**src/rtl/wb_serial_tl_bridge_if.sv**
```systemverilog
// Bus bundle for the Wishbone / serial TileLink bridge.
// Holds the Wishbone slave signals plus both serial_tl channels and the irq.
interface wb_serial_tl_bridge_if #(
  parameter int W = 32
) ();
  logic         wbs_stb_i;
  logic         wbs_cyc_i;
  logic         wbs_we_i;
  logic [3:0]   wbs_sel_i;
  logic [31:0]  wbs_adr_i;
  logic [31:0]  wbs_dat_i;
  logic         wbs_ack_o;
  logic [31:0]  wbs_dat_o;
  logic [W-1:0] tl_in_bits;
  logic         tl_in_valid;
  logic         tl_in_ready;
  logic [W-1:0] tl_out_bits;
  logic         tl_out_valid;
  logic         tl_out_ready;
  logic         irq_o;

  modport slave (
    input  wbs_stb_i, wbs_cyc_i, wbs_we_i, wbs_sel_i, wbs_adr_i, wbs_dat_i,
    output wbs_ack_o, wbs_dat_o,
    output tl_in_bits, tl_in_valid,
    input  tl_in_ready,
    input  tl_out_bits, tl_out_valid,
    output tl_out_ready,
    output irq_o
  );

  modport master (
    output wbs_stb_i, wbs_cyc_i, wbs_we_i, wbs_sel_i, wbs_adr_i, wbs_dat_i,
    input  wbs_ack_o, wbs_dat_o,
    input  tl_in_bits, tl_in_valid,
    output tl_in_ready,
    output tl_out_bits, tl_out_valid,
    input  tl_out_ready,
    input  irq_o
  );
endinterface

```
**src/rtl/wb_serial_tl_bridge.sv**
```systemverilog
// Wishbone slave bridging the management bus to the serial TileLink port.
// Bus writes feed a TX FIFO toward tl_in; tl_out words land in an RX FIFO the
// bus pops by reading. STATUS/CTRL registers and a level irq round it out.
module wb_serial_tl_bridge #(
  parameter int          W        = 32,
  parameter int          DEPTH    = 4,
  parameter logic [31:0] BASE_ADR = 32'h3000_0000
) (
  input logic                  wb_clk_i,
  input logic                  wb_rst_i,
  wb_serial_tl_bridge_if.slave bus
);

  localparam int         PW       = $clog2(DEPTH);
  localparam logic [3:0] CNT_FULL = 4'(DEPTH);

  localparam logic [1:0] OFF_TXDATA = 2'd0;
  localparam logic [1:0] OFF_RXDATA = 2'd1;
  localparam logic [1:0] OFF_STATUS = 2'd2;
  localparam logic [1:0] OFF_CTRL   = 2'd3;

  // Pack the STATUS word from the individual flags and counts.
  function automatic logic [31:0] pack_status(
    input logic       tx_full,
    input logic       tx_empty,
    input logic       rx_full,
    input logic       rx_empty,
    input logic       tx_ovf,
    input logic       rx_udf,
    input logic [3:0] tx_cnt,
    input logic [3:0] rx_cnt
  );
    return {16'h0000, rx_cnt, tx_cnt, 2'b00, rx_udf, tx_ovf,
            rx_empty, rx_full, tx_empty, tx_full};
  endfunction

  // Registered state
  logic          ack_q, ack_d;
  logic [31:0]   dat_q, dat_d;
  logic          irq_q, irq_d;
  logic          tx_ovf_q, tx_ovf_d;
  logic          rx_udf_q, rx_udf_d;
  logic [3:0]    tx_cnt_q, tx_cnt_d;
  logic [3:0]    rx_cnt_q, rx_cnt_d;
  logic [PW-1:0] tx_wr_q, tx_wr_d, tx_rd_q, tx_rd_d;
  logic [PW-1:0] rx_wr_q, rx_wr_d, rx_rd_q, rx_rd_d;
  logic [W-1:0]  tx_mem_q [DEPTH];
  logic [W-1:0]  tx_mem_d [DEPTH];
  logic [W-1:0]  rx_mem_q [DEPTH];
  logic [W-1:0]  rx_mem_d [DEPTH];

  // Decoded events for the current cycle
  logic          hit_s, req_s, wr_s, rd_s;
  logic [1:0]    off_s;
  logic          tx_full_s, tx_empty_s, rx_full_s, rx_empty_s;
  logic          tx_push_req_s, tx_push_s, tx_pop_s, tx_ovf_set_s;
  logic          rx_ready_s, rx_push_s, rx_pop_req_s, rx_pop_s, rx_udf_set_s;
  logic          ctrl_wr_s, clr_s, flush_s;
  logic [31:0]   rx_head_ext_s;
  logic          unused_s;

  assign unused_s = ^{bus.wbs_adr_i[1:0], bus.wbs_dat_i};

  // Decode the bus request and the FIFO handshakes from registered counts.
  always_comb begin
    hit_s         = (bus.wbs_adr_i[31:4] == BASE_ADR[31:4]);
    req_s         = bus.wbs_stb_i & bus.wbs_cyc_i & hit_s & ~ack_q;
    off_s         = bus.wbs_adr_i[3:2];
    wr_s          = req_s & bus.wbs_we_i;
    rd_s          = req_s & ~bus.wbs_we_i;

    tx_full_s     = (tx_cnt_q == CNT_FULL);
    tx_empty_s    = (tx_cnt_q == 4'd0);
    rx_full_s     = (rx_cnt_q == CNT_FULL);
    rx_empty_s    = (rx_cnt_q == 4'd0);

    tx_push_req_s = wr_s & (off_s == OFF_TXDATA) & (bus.wbs_sel_i == 4'hF);
    // Fullness is judged on the start-of-cycle count, so a same-cycle pop
    // does not rescue a push into a full FIFO.
    tx_push_s     = tx_push_req_s & ~tx_full_s;
    tx_ovf_set_s  = tx_push_req_s & tx_full_s;
    tx_pop_s      = ~tx_empty_s & bus.tl_in_ready;

    rx_ready_s    = ~rx_full_s & ~wb_rst_i;
    rx_push_s     = bus.tl_out_valid & rx_ready_s;
    rx_pop_req_s  = rd_s & (off_s == OFF_RXDATA);
    rx_pop_s      = rx_pop_req_s & ~rx_empty_s;
    rx_udf_set_s  = rx_pop_req_s & rx_empty_s;

    ctrl_wr_s     = wr_s & (off_s == OFF_CTRL) & bus.wbs_sel_i[0];
    clr_s         = ctrl_wr_s & bus.wbs_dat_i[0];
    flush_s       = ctrl_wr_s & bus.wbs_dat_i[1];

    rx_head_ext_s          = 32'h0000_0000;
    rx_head_ext_s[W-1:0]   = rx_mem_q[rx_rd_q];
  end

  // TX FIFO next state: push from the bus, pop on the tl_in handshake, flush wins.
  always_comb begin
    tx_mem_d = tx_mem_q;
    tx_wr_d  = tx_wr_q;
    tx_rd_d  = tx_rd_q;
    tx_cnt_d = tx_cnt_q;
    if (tx_push_s) begin
      tx_mem_d[tx_wr_q] = bus.wbs_dat_i[W-1:0];
      tx_wr_d           = tx_wr_q + PW'(1);
    end else begin
      tx_wr_d = tx_wr_q;
    end
    if (tx_pop_s) begin
      tx_rd_d = tx_rd_q + PW'(1);
    end else begin
      tx_rd_d = tx_rd_q;
    end
    case ({tx_push_s, tx_pop_s})
      2'b10:   tx_cnt_d = tx_cnt_q + 4'd1;
      2'b01:   tx_cnt_d = tx_cnt_q - 4'd1;
      default: tx_cnt_d = tx_cnt_q;
    endcase
    if (flush_s) begin
      tx_wr_d  = {PW{1'b0}};
      tx_rd_d  = {PW{1'b0}};
      tx_cnt_d = 4'd0;
    end else begin
      tx_cnt_d = tx_cnt_d;
    end
  end

  // RX FIFO next state: push on the tl_out handshake, pop by bus read; a word
  // accepted in a flush cycle is dropped with the rest of the contents.
  always_comb begin
    rx_mem_d = rx_mem_q;
    rx_wr_d  = rx_wr_q;
    rx_rd_d  = rx_rd_q;
    rx_cnt_d = rx_cnt_q;
    if (rx_push_s) begin
      rx_mem_d[rx_wr_q] = bus.tl_out_bits;
      rx_wr_d           = rx_wr_q + PW'(1);
    end else begin
      rx_wr_d = rx_wr_q;
    end
    if (rx_pop_s) begin
      rx_rd_d = rx_rd_q + PW'(1);
    end else begin
      rx_rd_d = rx_rd_q;
    end
    case ({rx_push_s, rx_pop_s})
      2'b10:   rx_cnt_d = rx_cnt_q + 4'd1;
      2'b01:   rx_cnt_d = rx_cnt_q - 4'd1;
      default: rx_cnt_d = rx_cnt_q;
    endcase
    if (flush_s) begin
      rx_wr_d  = {PW{1'b0}};
      rx_rd_d  = {PW{1'b0}};
      rx_cnt_d = 4'd0;
    end else begin
      rx_cnt_d = rx_cnt_d;
    end
  end

  // Bus response, sticky flags and interrupt next state.
  always_comb begin
    ack_d = req_s;
    dat_d = 32'h0000_0000;
    if (rd_s) begin
      case (off_s)
        OFF_RXDATA: dat_d = rx_empty_s ? 32'h0000_0000 : rx_head_ext_s;
        OFF_STATUS: dat_d = pack_status(tx_full_s, tx_empty_s, rx_full_s,
                                        rx_empty_s, tx_ovf_q, rx_udf_q,
                                        tx_cnt_q, rx_cnt_q);
        default:    dat_d = 32'h0000_0000;
      endcase
    end else begin
      dat_d = 32'h0000_0000;
    end
    // A new event in the same cycle as a clear keeps the flag set.
    tx_ovf_d = (tx_ovf_q & ~clr_s) | tx_ovf_set_s;
    rx_udf_d = (rx_udf_q & ~clr_s) | rx_udf_set_s;
    irq_d    = (rx_cnt_d != 4'd0);
  end

  // Control state register with synchronous reset.
  always_ff @(posedge wb_clk_i) begin
    if (wb_rst_i) begin
      ack_q    <= 1'b0;
      dat_q    <= 32'h0000_0000;
      irq_q    <= 1'b0;
      tx_ovf_q <= 1'b0;
      rx_udf_q <= 1'b0;
      tx_cnt_q <= 4'd0;
      rx_cnt_q <= 4'd0;
      tx_wr_q  <= {PW{1'b0}};
      tx_rd_q  <= {PW{1'b0}};
      rx_wr_q  <= {PW{1'b0}};
      rx_rd_q  <= {PW{1'b0}};
    end else begin
      ack_q    <= ack_d;
      dat_q    <= dat_d;
      irq_q    <= irq_d;
      tx_ovf_q <= tx_ovf_d;
      rx_udf_q <= rx_udf_d;
      tx_cnt_q <= tx_cnt_d;
      rx_cnt_q <= rx_cnt_d;
      tx_wr_q  <= tx_wr_d;
      tx_rd_q  <= tx_rd_d;
      rx_wr_q  <= rx_wr_d;
      rx_rd_q  <= rx_rd_d;
    end
  end

  // FIFO storage; contents are don't-care while the counts say empty.
  always_ff @(posedge wb_clk_i) begin
    tx_mem_q <= tx_mem_d;
    rx_mem_q <= rx_mem_d;
  end

  assign bus.wbs_ack_o    = ack_q;
  assign bus.wbs_dat_o    = dat_q;
  assign bus.irq_o        = irq_q;
  assign bus.tl_in_valid  = ~tx_empty_s;
  assign bus.tl_in_bits   = tx_mem_q[tx_rd_q];
  assign bus.tl_out_ready = rx_ready_s;

endmodule
```
**src/flat_wrapper.sv**
```systemverilog
// flat-port wrapper written by rule: the top's interface ports become plain ports
module wb_serial_tl_bridge_flat 
#(
  parameter int          W        = 32,
  parameter int          DEPTH    = 4,
  parameter logic [31:0] BASE_ADR = 32'h3000_0000
)
  (wb_clk_i, wb_rst_i, bus_wbs_stb_i, bus_wbs_cyc_i, bus_wbs_we_i, bus_wbs_sel_i, bus_wbs_adr_i, bus_wbs_dat_i, bus_wbs_ack_o, bus_wbs_dat_o, bus_tl_in_bits, bus_tl_in_valid, bus_tl_in_ready, bus_tl_out_bits, bus_tl_out_valid, bus_tl_out_ready, bus_irq_o);
  wb_serial_tl_bridge_if #(.W(W)) bus_i ();
  input logic wb_clk_i;
  input logic wb_rst_i;
  input wire logic [$bits(bus_i.wbs_stb_i)-1:0] bus_wbs_stb_i;
  input wire logic [$bits(bus_i.wbs_cyc_i)-1:0] bus_wbs_cyc_i;
  input wire logic [$bits(bus_i.wbs_we_i)-1:0] bus_wbs_we_i;
  input wire logic [$bits(bus_i.wbs_sel_i)-1:0] bus_wbs_sel_i;
  input wire logic [$bits(bus_i.wbs_adr_i)-1:0] bus_wbs_adr_i;
  input wire logic [$bits(bus_i.wbs_dat_i)-1:0] bus_wbs_dat_i;
  output wire logic [$bits(bus_i.wbs_ack_o)-1:0] bus_wbs_ack_o;
  output wire logic [$bits(bus_i.wbs_dat_o)-1:0] bus_wbs_dat_o;
  output wire logic [$bits(bus_i.tl_in_bits)-1:0] bus_tl_in_bits;
  output wire logic [$bits(bus_i.tl_in_valid)-1:0] bus_tl_in_valid;
  input wire logic [$bits(bus_i.tl_in_ready)-1:0] bus_tl_in_ready;
  input wire logic [$bits(bus_i.tl_out_bits)-1:0] bus_tl_out_bits;
  input wire logic [$bits(bus_i.tl_out_valid)-1:0] bus_tl_out_valid;
  output wire logic [$bits(bus_i.tl_out_ready)-1:0] bus_tl_out_ready;
  output wire logic [$bits(bus_i.irq_o)-1:0] bus_irq_o;
  assign bus_i.wbs_stb_i = bus_wbs_stb_i;
  assign bus_i.wbs_cyc_i = bus_wbs_cyc_i;
  assign bus_i.wbs_we_i = bus_wbs_we_i;
  assign bus_i.wbs_sel_i = bus_wbs_sel_i;
  assign bus_i.wbs_adr_i = bus_wbs_adr_i;
  assign bus_i.wbs_dat_i = bus_wbs_dat_i;
  assign bus_wbs_ack_o = bus_i.wbs_ack_o;
  assign bus_wbs_dat_o = bus_i.wbs_dat_o;
  assign bus_tl_in_bits = bus_i.tl_in_bits;
  assign bus_tl_in_valid = bus_i.tl_in_valid;
  assign bus_i.tl_in_ready = bus_tl_in_ready;
  assign bus_i.tl_out_bits = bus_tl_out_bits;
  assign bus_i.tl_out_valid = bus_tl_out_valid;
  assign bus_tl_out_ready = bus_i.tl_out_ready;
  assign bus_irq_o = bus_i.irq_o;
  wb_serial_tl_bridge #(.W(W), .DEPTH(DEPTH), .BASE_ADR(BASE_ADR)) u_core (.wb_clk_i(wb_clk_i), .wb_rst_i(wb_rst_i), .bus(bus_i));
endmodule
```
**config.mk**
```make
export PLATFORM = sky130hd
export DESIGN_NAME = wb_serial_tl_bridge_flat
export DESIGN_NICKNAME = d
export VERILOG_FILES = /design/src/rtl/wb_serial_tl_bridge_if.sv /design/src/rtl/wb_serial_tl_bridge.sv /design/src/flat_wrapper.sv
export SDC_FILE = /design/constraint.sdc
export NUM_CORES = 1
export LEC_CHECK = 0
export ABC_CLOCK_PERIOD_IN_PS = 2570
export BUFFER_PORTS_ARGS = -buffer_cell sky130_fd_sc_hd__buf_2
export CAP_MARGIN = 20
export CORE_MARGIN = 8
export CORE_UTILIZATION = 51
export DETAILED_ROUTE_END_ITERATION = 8
export HOLD_SLACK_MARGIN = 0.03
export PLACE_DENSITY = 0.76
export REMOVE_ABC_BUFFERS = 1
export SYNTH_ARGS = -nofsm -noshare
export SYNTH_HDL_FRONTEND = slang
export SYNTH_SLANG_ARGS = --single-unit
```
**constraint.sdc**
```tcl
create_clock -name wb_clk_i -period 2.57 [get_ports wb_clk_i]
set_input_delay 0.257 -clock wb_clk_i [delete_from_list [all_inputs] [get_ports wb_clk_i]]
set_output_delay 0.257 -clock wb_clk_i [all_outputs]
set_load 0.02 [all_outputs]
```
### Word level (Yosys, flattened, before mapping)

Index checks and enable logic that the tools add are counted.

| cells by class | value |
|---|---|
| add/subtract/negate cells | 8 |
| $lt $le $gt $ge | 6 |
| equal/unequal tests | 11 |
| multiplexer cells | 17 |
| bitwise gates (word level) | 36 |
| reduce and logical (&&, ||, !) cells | 9 |

Operators with widths:

| kind | count |
|---|---|
| 128-bit bitwise mux | 2 |
| 32-bit two-way mux | 7 |
| 32-bit binary-select mux with 2-bit select | 2 |
| 32-bit demux with 2-bit select | 2 |
| 32-bit case mux with 2 select lines | 1 |
| 28-bit by 26-bit == test with 1-bit output, second input constant | 1 |
| 1-bit AND | 21 |
| 4-bit case mux with 2 select lines | 2 |
| 3-bit greater-or-equal comparator, second input constant | 4 |
| 2-bit inverter with 3-bit output | 4 |
| 1-bit inverter | 9 |
| 2-bit by 1-bit adder with 2-bit output, second input constant | 4 |
| 4-bit by 1-bit adder with 4-bit output, second input constant | 2 |
| 2-bit == test, second input constant | 4 |
| 4-bit by 3-bit == test with 1-bit output, second input constant | 2 |
| 4-bit logical NOT | 2 |
| 4-bit by 1-bit subtractor with 4-bit output, second input constant | 2 |
| 2-bit by 1-bit == test with 1-bit output, second input constant | 3 |
| 3-bit by 1-bit < comparator with 1-bit output, second input constant | 2 |
| 4-bit == test, second input constant | 1 |
| 4-bit two-way mux | 1 |
| 4-bit nonzero test | 1 |
| 2-bit OR reduction | 2 |
| 1-bit logical AND | 2 |
| 3 further kinds | 4 |

| storage, ports and cells | value |
|---|---|
| register bits after elaboration | 308 |
| input port bits | 107 |
| output and inout port bits | 68 |
| logic and storage cells | 106 |

### Depth between registers and ports, before layout

| logic depth | value |
|---|---|
| depth in word-level cells | 10 |
| depth in mapped cells | 13 |
| depth with buffers taken out | 13 |

### Least setup slack after synthesis

Ideal clock, no wire load.

| timing | value |
|---|---|
| path kind | flip-flop to flip-flop |
| start point | reg u_core.ack_q, in the netlist u_core.bus.wbs_ack_o |
| end point | reg u_core.irq_q, in the netlist u_core.bus.irq_o |
| arrival | 2652 ps |
| required time | 2496 ps |
| slack | -156 ps |
| cell stages (with the launch flop) | 11 |
| path buffers | 1 |
| clock period less this slack | 2726 ps |
| path through | dfxtp_1 nor4_2 and4_1 clkbuf_1 and3_1 ha_1 ha_1 a21oi_1 a211oi_1 or3b_2 a31oi_1 |

| on the way | value |
|---|---|
| longest elaborated chain between the ends | 9 |

Ends and longest elaborated chain:

| item | line | text |
|---|---|---|
| start: declaration | wb_serial_tl_bridge.sv:38 | `logic ack_q, ack_d;` |
| start signal: assignment | wb_serial_tl_bridge.sv:197 | `ack_q <= ack_d;` |
| 1-bit inverter * | wb_serial_tl_bridge.sv:67 | `req_s = bus.wbs_stb_i & bus.wbs_cyc_i & hit_s & ~ack_q;` |
| 1-bit AND * | wb_serial_tl_bridge.sv:67 |  |
| 1-bit AND * | wb_serial_tl_bridge.sv:70 | `rd_s = req_s & ~bus.wbs_we_i;` |
| 1-bit AND * | wb_serial_tl_bridge.sv:86 | `rx_pop_req_s = rd_s & (off_s == OFF_RXDATA);` |
| 1-bit AND * | wb_serial_tl_bridge.sv:87 | `rx_pop_s = rx_pop_req_s & ~rx_empty_s;` |
| via u_core.rx_pop_s | wb_serial_tl_bridge.sv:57 | `logic rx_ready_s, rx_push_s, rx_pop_req_s, rx_pop_s, rx_udf_set_s;` |
| 2-bit by 1-bit == test with 1-bit output or 2-bit == test (tied branches) | wb_serial_tl_bridge.sv:147 | `case ({rx_push_s, rx_pop_s})` |
| 4-bit case mux with 2 select lines * | wb_serial_tl_bridge.sv:147 |  |
| 4-bit two-way mux * | wb_serial_tl_bridge.sv:152 | `if (flush_s) begin` |
| 4-bit nonzero test * | wb_serial_tl_bridge.sv:179 | `irq_d = (rx_cnt_d != 4'd0);` |
| end signal: assignment | wb_serial_tl_bridge.sv:199 | `irq_q <= irq_d;` |
| end: declaration | wb_serial_tl_bridge.sv:40 | `logic irq_q, irq_d;` |

Mark *: on every way through the listed nets, which the timed path passes. The rest lies on a longest branch.
A chain may end at the register's enable or synchronous reset.

### Worst setup path in the final report

| timing | value |
|---|---|
| start point | reg u_core.rx_cnt_q[1] |
| end point | reg u_core.irq_q, in the netlist u_core.bus.irq_o |

RTL lines:

| item | line | text |
|---|---|---|
| start: declaration | wb_serial_tl_bridge.sv:44 | `logic [3:0] rx_cnt_q, rx_cnt_d;` |
| start signal: assignment | wb_serial_tl_bridge.sv:203 | `rx_cnt_q <= rx_cnt_d;` |
| 4-bit logical NOT * | wb_serial_tl_bridge.sv:75 | `rx_empty_s = (rx_cnt_q == 4'd0);` |
| 1-bit inverter * | wb_serial_tl_bridge.sv:87 |  |
| 1-bit AND * | wb_serial_tl_bridge.sv:87 |  |
| via u_core.rx_pop_s | wb_serial_tl_bridge.sv:57 |  |
| 2-bit by 1-bit == test with 1-bit output or 2-bit == test (tied branches) | wb_serial_tl_bridge.sv:147 |  |
| 4-bit case mux with 2 select lines * | wb_serial_tl_bridge.sv:147 |  |
| 4-bit two-way mux * | wb_serial_tl_bridge.sv:152 |  |
| 4-bit nonzero test * | wb_serial_tl_bridge.sv:179 |  |

Marked as above.

==> impl_metrics.yaml <==
logic_synthesis:
  avgSynthCellArea_um2: 20.4
  synth_top_cell_by_area: "edfxtp_1"
  synth_seq_cells: 308
  ys_top_cells_by_area: "edfxtp_1, mux4_2, dfxtp_1"
  yosysMostFrequentCell: "edfxtp_1"
  synth_cells: 576
  synth-warning-count: 0
  synth-seq-area-share_pct: 74.3
  synth_common_cells: "edfxtp_1, mux4_2, dfxtp_1"
  syn_area_um2: 11700
  synth-edff-count: 256
  async_reset_ff_share_pct: 0
  synth_top_area_share_pct: 65.4
  synth_ff_type: "edfxtp_1"
  synth_cell_types: 56
global_route:
  grt_pass1_vias: 7207
  grt_pass1_wl_um: 38600
  grt.overflow.total: 0
  grt_max_degree: 35
  antenna_found_initial: 1
  track_usage_pct: 17.3
worst_hold_path:
  holdCritPathClass: "primary input to register"
setup_path:
  arrival_ns: 2.96
  critPathSlowestCell: "or3b_2"
  critPathBufInv: 0
  worstPathRequired_ns: 3.02
  cp.depth: 9
  reg2reg_to: "u_core.bus.irq_o$_SDFF_PP0_"
  worstPathMaxFanout: 4
  crit_chain: "o41ai_4, nor2_1, and3_4, ha_4, ha_4, nand3_1, and4b_1, or3b_2, a31oi_1"
  worst_path_largest_cell_delay_ns: 0.46
  reg2reg_slack_ns: 0.06
  cp_top_family: "simple AND/OR/NAND/NOR gates"
  crit_path_frequent_cell: "ha_4"
  rr_worst_depth: 9
  startpoint: "u_core.rx_cnt_q[1]$_SDFF_PP0_"
  end_kind: "register"
  rr_startpoint: "u_core.rx_cnt_q[1]$_SDFF_PP0_"
  start_kind: "register"
  worstSetupPathType: "register to register"
  setup.worst_path.end: "u_core.bus.irq_o$_SDFF_PP0_"
place:
  pre_cts_ws_ns: -0.254
  hpwl_um: 15600
  place_congestion: 0.826
  portBuffers: 172
final_layout:
  area_growth_pct: 26.7
  fin_nets: 991
  drive_above_1_share_pct: 41.6
  filler_cell_count: 1522
run_status:
  status: "finished clean"
cts:
  h-tree-depth: 1
  clock_path_buffers: 3
  clk_latency_ns: 0.53
  clk_pin_slew_worst_paths_ns: 0.06
  clk_root_buffer_cell: "clkbuf_16"
  cts.sinks: 308
  cts_tree: "yes"
  cts_made_buffers: 30
detailed_routing:
  vias: 6474
  ant_nets: 0
  drtIter0Drc: 330
  drtPass1Iterations: 5
  post_drt_wl_per_cell_um: 21.0
  drt-total-wl_um: 24600
  vias_per_cell: 5.51
  drcViolationCount: 0
sta:
  whs_ns: 0.0751
  min_period_ns: 2.51
  slew_violations: 0
  slew_headroom_pct: 41.7
  finalWorstSetupSlack_ns: 0.0551
  clock.fmax_ghz: 0.398
  finalClockSkew_ns: 0.0122
  tightest_slew_ns: 0.875
  finalHoldViolCount: 0
  finalSetupViolations: 0
  finalCritPeriodShare_pct: 97.9
die:
  die_x_um: 168
  ios: 175
  die_h_um: 168
  core_um2: 22600
  die_area_um2: 28100
  num_rows: 55
  start_util_pct: 51.9
power_and_ir_drop:
  p_per_area_nw_per_um2: 668
  finalPower_mw: 9.94
  vdd_drop_max_mv: 0.581
  p_leak_nw: 5.36
flow_run:
  max-cap-violations: 0
per-stage QoR:
stage	TNS (ns)	std cells	util, %	cell area [µm²]
final	0	1174	65.8	14900
after floorplan	-0.178	548	-	11600
after global routing	-0.0111	1174	65.8	14900
after global placement	-0.0832	1049	58.2	13200
after detailed placement	-1.66	1049	58.2	13200
after CTS	0	1171	65.4	14800
flip-flops by register name (all words and copies together) (netlist names):
register              count
u_core.rx_udf_q           1
u_core.tx_cnt_q           4
u_core.tx_wr_q            2
u_core.rx_mem_q         128
u_core.rx_cnt_q           4
u_core.tx_rd_q            2
u_core.bus.wbs_dat_o     32
u_core.bus.irq_o          1
u_core.tx_mem_q         128
u_core.rx_wr_q            2
u_core.tx_ovf_q           1
u_core.rx_rd_q            2
u_core.bus.wbs_ack_o      1
cells in the final DEF, fill, tap and decap left out, types with 5 or more instances in the layout:
cell type,count
a21oi_1,7
inv_1,18
and2_1,19
dlygate4sd3_1,65
buf_2,172
nor2_1,14
clkbuf_1,14
buf_4,44
clkbuf_16,31
a22o_1,12
dfxtp_2,7
nand3_1,6
ha_1,14
edfxtp_1,256
and2_2,8
clkinv_2,5
mux4_2,64
dfxtp_1,44
nor4_4,6
tightest hold or removal path: stages:
cell and delay (ns):
buf_2 0.14, nand4_1 0.08, o32ai_1 0.07
cell type report:
cell class	instances	area, µm²	area share (%)
flip-flops and latches	308	8740	58.7
multi-input cells	221	2900	19.5
repair buffers	284	1880	12.7
clock buffers	47	856	5.75
well taps	285	357	2.40
clock inverters	9	71.3	0.479
inverters	19	71.3	0.479
diodes	1	2.50	0.0168
report_power, final:
group,switching (mW),internal (mW),total [mW]
sequential,0.0153,5.45,5.47
combinational,0.176,0.196,0.371
clock,1.72,2.38,4.10
logic make-up (layout without fill, tap and decap cells):
logic type      after synthesis  in the layout  share of synthesized area (%)
compound gates               39             39                           2.80
fa+ha+maj                    20             20                           2.26
other cells                   0              1                              0
xor+xnor                      7              7                          0.522
simple gates                 88             88                           5.73
buf+inv                      47            359                           1.85
mux                          67             67                           12.5
flops                       308            308                           74.3
timing repair:
item / CTS / global route
resized for setup: 9 / 13
setup endpoints to repair: 4 / 5
pin swaps: 5 / 9
hold endpoints to repair: 257 / 0
setup buffers: 1 / 2
hold buffers: 65 / 0
layer usage:
layer  vias to the layer above  part of all wire, %  GRT usage, %
met4                         0                  2.5          5.12
met1                      3284                   40          21.4
met5                         -                    0             0
li1                       2906                    -             -
met3                        48                  6.2          3.43
met2                       236                   51          30.5
how the worst min path moves through the flow:
| stage | depth (start not counted) | to | slack [ns] | from |
|---|---|---|---|---|
| 6_report | 3 | u_core.tx_ovf_q$_SDFF_PP0_ | 0.08 | bus_wbs_we_i |
| 5_1_grt | 3 | u_core.tx_ovf_q$_SDFF_PP0_ | 0.08 | bus_wbs_we_i |
| 2_1_floorplan | 1 | u_core.bus.wbs_ack_o$_SDFF_PP0_ | 0.33 | wb_rst_i |
| 3_3_place_gp | 1 | u_core.rx_mem_q[112]$_DFFE_PP_ | 0.47 | bus_tl_out_bits[16] |
| 3_5_place_dp | 1 | u_core.tx_mem_q[125]$_DFFE_PP_ | 0.47 | bus_wbs_dat_i[29] |
| 4_1_cts | 3 | u_core.tx_ovf_q$_SDFF_PP0_ | 0.03 | bus_wbs_we_i |
Note: power is estimated with default switching activity, not from simulation.
